File: config.mk
export PLATFORM = sky130hd
export DESIGN_NAME = addsub_seq
export DESIGN_NICKNAME = d
export VERILOG_FILES = /design/src/rtl/alu_pkg.sv /design/src/rtl/addsub_chunk.sv /design/src/rtl/addsub_seq.sv
export SDC_FILE = /design/constraint.sdc
export NUM_CORES = 1
export LEC_CHECK = 0
export BUFFER_PORTS_ARGS = -buffer_cell sky130_fd_sc_hd__buf_4
export CAP_MARGIN = 20
export CELL_PAD_IN_SITES_DETAIL_PLACEMENT = 1
export CELL_PAD_IN_SITES_GLOBAL_PLACEMENT = 1
export CORE_MARGIN = 2
export CORE_UTILIZATION = 41
export CTS_CLUSTER_DIAMETER = 200
export DETAILED_ROUTE_END_ITERATION = 6
export PLACE_DENSITY = 0.75
export REMOVE_ABC_BUFFERS = 1
export SLEW_MARGIN = 15
export SYNTH_ARGS = -nofsm -noshare
export SYNTH_HDL_FRONTEND = slang
export SYNTH_HIERARCHICAL = 1
export SYNTH_SLANG_ARGS = --single-unit
File: constraint.sdc
create_clock -name clk -period 2.5 [get_ports clk]
set_input_delay 0.375 -clock clk [delete_from_list [all_inputs] [get_ports clk]]
set_output_delay 0.375 -clock clk [all_outputs]
set_load 0.005 [all_outputs]
File: src/rtl/alu_pkg.sv
// Shared ALU definitions: operation mode encoding and sequencer state encoding.
package alu_pkg;

  localparam logic MODE_ADD = 1'b0;
  localparam logic MODE_SUB = 1'b1;

  typedef enum logic {
    IDLE = 1'b0,
    RUN  = 1'b1
  } state_e;

endpackage : alu_pkg

File: src/rtl/addsub_chunk.sv
// Purely combinational CHUNK-bit adder slice with carry-in, carry-out and
// signed overflow (carry into the MSB xor carry out of the MSB).
module addsub_chunk #(
  parameter int CHUNK = 4
) (
  input  logic [CHUNK-1:0] x,
  input  logic [CHUNK-1:0] y,
  input  logic             cin,
  output logic [CHUNK-1:0] sum,
  output logic             cout,
  output logic             ovf
);

  logic [CHUNK:0] full;
  logic           c_into_msb;

  // Widen by one bit so the carry out falls into full[CHUNK].
  always_comb begin
    full       = {1'b0, x} + {1'b0, y} + {{CHUNK{1'b0}}, cin};
    sum        = full[CHUNK-1:0];
    cout       = full[CHUNK];
    // The MSB sum bit is x^y^carry_in, so the carry into the MSB falls out of it.
    c_into_msb = x[CHUNK-1] ^ y[CHUNK-1] ^ sum[CHUNK-1];
    ovf        = c_into_msb ^ cout;
  end

endmodule : addsub_chunk

File: src/rtl/addsub_seq.sv
// Multi-cycle WIDTH-bit add/subtract unit processing CHUNK bits per clock,
// with start/busy/done handshake and carry/borrow/overflow/zero flags.
module addsub_seq
  import alu_pkg::*;
#(
  parameter int WIDTH = 8,
  parameter int CHUNK = 4
) (
  input  logic             clk,
  input  logic             rst,
  input  logic             start,
  input  logic             mode,
  input  logic [WIDTH-1:0] a,
  input  logic [WIDTH-1:0] b,
  output logic             busy,
  output logic             done,
  output logic [WIDTH-1:0] res,
  output logic             cout,
  output logic             borrow,
  output logic             ovf,
  output logic             zero
);

  localparam int K     = WIDTH / CHUNK;
  localparam int CNT_W = (K > 1) ? $clog2(K) : 1;

  if (WIDTH < 2 || CHUNK < 1 || (WIDTH % CHUNK) != 0) begin : g_param_check
    $error("addsub_seq: WIDTH must be >= 2 and a multiple of CHUNK");
  end

  state_e             state_q, state_d;
  logic [WIDTH-1:0]   sa_q, sa_d;
  logic [WIDTH-1:0]   sb_q, sb_d;
  logic [WIDTH-1:0]   acc_q, acc_d;
  logic [CNT_W-1:0]   cnt_q, cnt_d;
  logic               carry_q, carry_d;
  logic               mode_q, mode_d;
  logic [WIDTH-1:0]   res_q, res_d;
  logic               cout_q, cout_d;
  logic               borrow_q, borrow_d;
  logic               ovf_q, ovf_d;
  logic               zero_q, zero_d;
  logic               done_q, done_d;

  logic [CHUNK-1:0]       ch_sum;
  logic                   ch_cout;
  logic                   ch_ovf;
  logic [WIDTH+CHUNK-1:0] acc_cat;
  logic [WIDTH-1:0]       acc_next;

  addsub_chunk #(.CHUNK(CHUNK)) u_chunk (
    .x    (sa_q[CHUNK-1:0]),
    .y    (sb_q[CHUNK-1:0]),
    .cin  (carry_q),
    .sum  (ch_sum),
    .cout (ch_cout),
    .ovf  (ch_ovf)
  );

  // Result register fills from the top, so after K steps chunk 0 sits at the bottom.
  always_comb begin
    acc_cat  = {ch_sum, acc_q};
    acc_next = acc_cat[WIDTH+CHUNK-1:CHUNK];
  end

  // Next-state and datapath control for the IDLE/RUN sequencer.
  always_comb begin
    // NOTE: every signal gets a default first so no path leaves it unassigned (no latches).
    state_d  = state_q;
    sa_d     = sa_q;
    sb_d     = sb_q;
    acc_d    = acc_q;
    cnt_d    = cnt_q;
    carry_d  = carry_q;
    mode_d   = mode_q;
    res_d    = res_q;
    cout_d   = cout_q;
    borrow_d = borrow_q;
    ovf_d    = ovf_q;
    zero_d   = zero_q;
    done_d   = 1'b0;

    unique case (state_q)
      IDLE: begin
        if (start) begin
          sa_d    = a;
          // Subtraction is a + ~b + 1: invert b here and seed the carry with 1.
          sb_d    = (mode == MODE_SUB) ? ~b : b;
          carry_d = mode;
          mode_d  = mode;
          cnt_d   = '0;
          acc_d   = '0;
          state_d = RUN;
        end
      end
      RUN: begin
        sa_d    = sa_q >> CHUNK;
        sb_d    = sb_q >> CHUNK;
        carry_d = ch_cout;
        acc_d   = acc_next;
        cnt_d   = cnt_q + CNT_W'(1);
        if (cnt_q == CNT_W'(K - 1)) begin
          res_d    = acc_next;
          cout_d   = ch_cout;
          borrow_d = mode_q & ~ch_cout;
          ovf_d    = ch_ovf;
          zero_d   = (acc_next == '0);
          done_d   = 1'b1;
          cnt_d    = '0;
          state_d  = IDLE;
        end
      end
      default: state_d = IDLE;
    endcase
  end

  // State and datapath registers with synchronous reset.
  always_ff @(posedge clk) begin
    // NOTE: sequential state uses non-blocking assignments so all registers update together.
    if (rst) begin
      // NOTE: shift registers are cleared too, so a reset leaves no stale operand behind.
      state_q  <= IDLE;
      sa_q     <= '0;
      sb_q     <= '0;
      acc_q    <= '0;
      cnt_q    <= '0;
      carry_q  <= 1'b0;
      mode_q   <= 1'b0;
      res_q    <= '0;
      cout_q   <= 1'b0;
      borrow_q <= 1'b0;
      ovf_q    <= 1'b0;
      zero_q   <= 1'b0;
      done_q   <= 1'b0;
    end else begin
      state_q  <= state_d;
      sa_q     <= sa_d;
      sb_q     <= sb_d;
      acc_q    <= acc_d;
      cnt_q    <= cnt_d;
      carry_q  <= carry_d;
      mode_q   <= mode_d;
      res_q    <= res_d;
      cout_q   <= cout_d;
      borrow_q <= borrow_d;
      ovf_q    <= ovf_d;
      zero_q   <= zero_d;
      done_q   <= done_d;
    end
  end

  assign busy   = (state_q == RUN);
  assign done   = done_q;
  assign res    = res_q;
  assign cout   = cout_q;
  assign borrow = borrow_q;
  assign ovf    = ovf_q;
  assign zero   = zero_q;

endmodule : addsub_seq
; ---- Word-level counts from Yosys, hierarchy flattened
; Cells that the tools add are included.
[op_classes]
mux = 16
bitwise = 7
n_reduce_logical = 4
addsub = 3
eq_ne = 1
[op_table]
columns = operator, count
row1 = $pmux 8 s2, 3
row2 = $mux 8, 4
row3 = $logic_not 8->1, 1
row4 = $not 8->8, 1
row5 = $mux 1, 6
row6 = $pmux 1 s2, 3
row7 = $add 4x4->5, 1
row8 = $add 5x1->5, 1
row9 = $reduce_and 2->1, 2
row10 = $xor 1x1->1, 3
row11 = $ne 2x2->1 const B, 1
row12 = $not 1->1, 2
row13 = $reduce_or 2->1, 1
row14 = $add 1x1->1 const B, 1
row15 = $and 1x1->1, 1
[totals]
ff_bits = 41
wordCells = 44

; ---- Logic depth before layout (Yosys ltp)
[depth]
depth_word = 4
mapped_depth = 8

; ---- By module
; The synthesis kept the hierarchy.
[modules_own_cells]
columns = mod, area_each_um2, seq_area_each_um2, instances, cells_per_inst
row1 = addsub_seq, 1506.4, 740.7, 1, 168
row2 = addsub_chunk, 157.7, 0.0, 1, 18

; ---- Worst setup path after synthesis
; OpenSTA, ideal clock, no wires.
[synth_path]
kind = register -> register
startpoint = register sb_q[0]
endpoint = register ovf_q (netlist: ovf)
setup_ps = 70
path_stages_with_launch = 9
required_time_ps = 2430
path_slack_ps = 863
arrival_ps = 1567
path_cell_list = dfxtp_1 -> fa_1 -> inv_1 -> fa_1 -> nand2b_1 -> a21oi_2 -> xnor2_1 -> nand2_1 -> a21oi_1
[synth_rtl]
columns = item, line_no
row1 = "start, declared", addsub_seq.sv:33  ; logic [WIDTH-1:0] sb_q, sb_d;
row2 = "start signal, assigned", addsub_seq.sv:124  ; sb_q <= '0;
row3 = "start signal, assigned", addsub_seq.sv:138  ; sb_q <= sb_d;
row4 = $add 4x4->5, addsub_chunk.sv:19  ; full = {1'b0, x} + {1'b0, y} + {{CHUNK{1'b0}}, cin};
row5 = $add 5x1->5, addsub_chunk.sv:19
row6 = net ch_cout, addsub_seq.sv:46  ; logic ch_cout;
row7 = $xor 1x1->1, addsub_chunk.sv:24  ; ovf = c_into_msb ^ cout;
row8 = net ch_ovf, addsub_seq.sv:47  ; logic ch_ovf;
row9 = "end signal, assigned", addsub_seq.sv:146  ; ovf_q <= ovf_d;
row10 = "end, declared", addsub_seq.sv:41  ; logic ovf_q, ovf_d;
; The timed path passes the listed nets, and every way through them passes these cells.
; A chain may end at the register's enable or synchronous reset.

; ---- Worst setup path in the final report
[layout_path]
startpoint = register sb_q[0]
endpoint = register zero_q (netlist: zero)
[layout_between]
elab_chain_len = 3
[layout_rtl]
columns = item, line_no
row1 = $add 4x4->5, addsub_chunk.sv:19
row2 = $add 5x1->5, addsub_chunk.sv:19
row3 = net ch_sum[3], addsub_seq.sv:45  ; logic [CHUNK-1:0] ch_sum;
row4 = $logic_not 8->1, addsub_seq.sv:107  ; zero_d = (acc_next == '0);
row5 = "end signal, assigned", addsub_seq.sv:147  ; zero_q <= zero_d;
row6 = "end, declared", addsub_seq.sv:42  ; logic zero_q, zero_d;
; The timed path passes the listed nets, and every way through them passes these cells.

==> run metrics <==
outcome=finished clean; dpl ws=657.2 ps; class of the worst hold path=primary input to register; leakage=0.8098 nW; die height=67.71 um; die area=4585 sq um; Clock Tree Buf Depth=2; CTS clk-pin slew, worst paths=70 ps; via count=1332; Buffers & Inverters on Critical Path=0; Ys Warns=6; setup TNS=0 ps; DR pass1 iterations=4; Worst VDD drop=0.2940 mV; CTS tree=yes; IO buf count=33; reg2reg end=zero; Gate Count Post-Synth=about 190; largest net degree at the start of global routing=33; DR vias/cell=approximately 5; TritonCTS Buffers=5; CTS root buf=clkbuf_8; Mapped Area=about 1700 sq um; antenna violations before repair=0; number of cells upsized or downsized after cts=0; P per Cell Area=626.1 nW/um^2; crit-path max FO=3; final worst slack=616.2 ps; critical path's top delay family=compound AO/OA/AOI/OAI gates; row count=23; Total GRT Usage=0.1819; Routed Antenna Nets=0; antenna diode count=0; total power=1.241 mW; Crit Path Category=register to register; Non-Filler Instances=about 260; max incr delay on CP=450 ps; crit path DAT=2110 ps; final worst-path cycle share=0.7535; reg2reg start=sb_q[0]; io pins=34; cells on worst reg2reg path=7; most frequent cells in the layout=dfxtp_1, buf_4, nand2_1; ranking of synthesized cells by area=dfxtp_1, a21oi_1, nand2_1; skew final=4.368 ps; commonest non-fill, non-tap cell in the layout=dfxtp_1; Final setup viols=0; HP Start=a[4]; vias in the first global route=1399; Core ar.=3943 sq um; Min Clock Period, post-route=1884 ps; Hold Path Depth=3; grt ovf=0; die width=67.71 um; Yosys top cell area share=0.4451; synthesis-stage register bit count=37; layout cell share with drive strength beyond 1=0.2243; first-pass GRT wire length=6203 um; Routed WL=3665 um; DRC violations left=0; Setup Fix Bufs, Post-CTS=0; CTS Sinks=37; DP HPWL=2676 um; actual transition at the worst max-transition pin=691.6 ps; CP Launch Type=register; Initial DRC Count=50; worst hold endpoint=sa_q[4]; starting density of the core=0.4221; routed wire length per instance=13.88 um; Mean Syn Cell Area=8.947 sq um; crit path launch=sb_q[0]; Nets=239; Slew HR=0.5383; dpl cells=around 260; clock latency at the later pin of the worst-skew pair=290 ps; endpoints failing hold=0; critical path's slowest cell=fa_1; Placer Congestion=0.8190; number of max-cap violations=0; fin. max-slew vios=0; CP required=2720 ps; register area share after synthesis=0.4451; cell taking the most area after synthesis=dfxtp_1; Worst Setup End Kind=register; H-tree depth=2; CP cell instances=fa_1, a21o_1, a21oi_2, xnor2_1, nor4_1, nand3_1, a21oi_1; R2R setup slack=between 600 and 700 ps; Max Freq=between 500 and 600 MHz; final hold slack=328.5 ps; Syn-to-layout area delta=19.10%; Unique masters post-synth=25; Hold Buf Count CTS=0; unrepaired setup endpoints after global routing=false
## worst max-delay path by stage
stage | to | slack, ps | cells past startpoint
2_1_floorplan | ovf | 860 | 8
3_3_place_gp | ovf | 770 | 8
3_5_place_dp | zero | 660 | 7
4_1_cts | zero | 590 | 7
5_1_grt | zero | 480 | 7
6_report | zero | 620 | 7
## power breakdown
group	internal (mW)	switching, mW	total (mW)
Combinational	0.0898	0.0913	0.181
Clock	0.219	0.197	0.416
Sequential	0.619	0.0253	0.644
Total	0.927	0.314	1.24
## kinds of logic after synthesis
kind of cell	count (synthesis)	share of synthesized area
and+or+nand+nor	68	0.1782
DFF	37	0.4451
AOI/OAI and AO/OA	34	0.1233
buffers and inverters	17	0.06090
muxes	14	0.08797
xor gates and xnor gates	11	0.05789
adders and majority gates	5	0.04662
## final cells by class
type                       instances  area, sq um
multi-input combinational        132        822.0
fill                             474         1961
timing repair buffer              34        255.2
sequential                        37        740.7
clock buffer                       7        86.33
inverter                           4        15.01
tap                               50        62.56
## state kept, by name (all words and copies together) (netlist names)
signal	cells
res	8
sa_q	8
sb_q	8
acc_q	4
borrow	1
busy	1
carry_q	1
cnt_q	1
cout	1
done	1
mode_q	1
ovf	1
zero	1
## worst reg2reg max path: stages, from the launching register on
cell,delay (ps)
dfxtp_1,330
fa_1,450
a21o_1,180
a21oi_2,220
xnor2_1,150
nor4_1,240
nand3_1,120
a21oi_1,130
## synth_stat cells, drive strengths merged
| master | instances |
|---|---|
| dfxtp | 37 |
| nand2 | 29 |
| a21oi | 25 |
| nor2 | 25 |
| buf | 11 |
| xnor2 | 11 |
| mux2i | 9 |
| mux2 | 5 |
| a211o | 4 |
| a211oi | 4 |
| inv | 4 |
| nor3b | 4 |
| ha | 3 |
| nand2b | 3 |
| clkbuf | 2 |
| fa | 2 |
| nand3b | 2 |
| nor4 | 2 |
| a21o | 1 |
| and2 | 1 |
| nand3 | 1 |
| or2 | 1 |
## layer usage
metal | GRT usage | vias to the layer above | wire length [um]
met5 | 0 | - | 0
met4 | 0.06888 | 0 | 67
met3 | 0.04000 | 8 | 185
met2 | 0.3456 | 34 | 1895
met1 | 0.1928 | 623 | 1517
li1 | - | 667 | -
## through the flow
step	utilization	area (sq um)
finish	0.5027	1982
detailed placement	0.4808	1896
floorplan	-	1578
CTS	0.5027	1982
global route	0.5027	1982
global placement	0.4808	1896
Note: power is estimated with default switching activity, not from simulation.
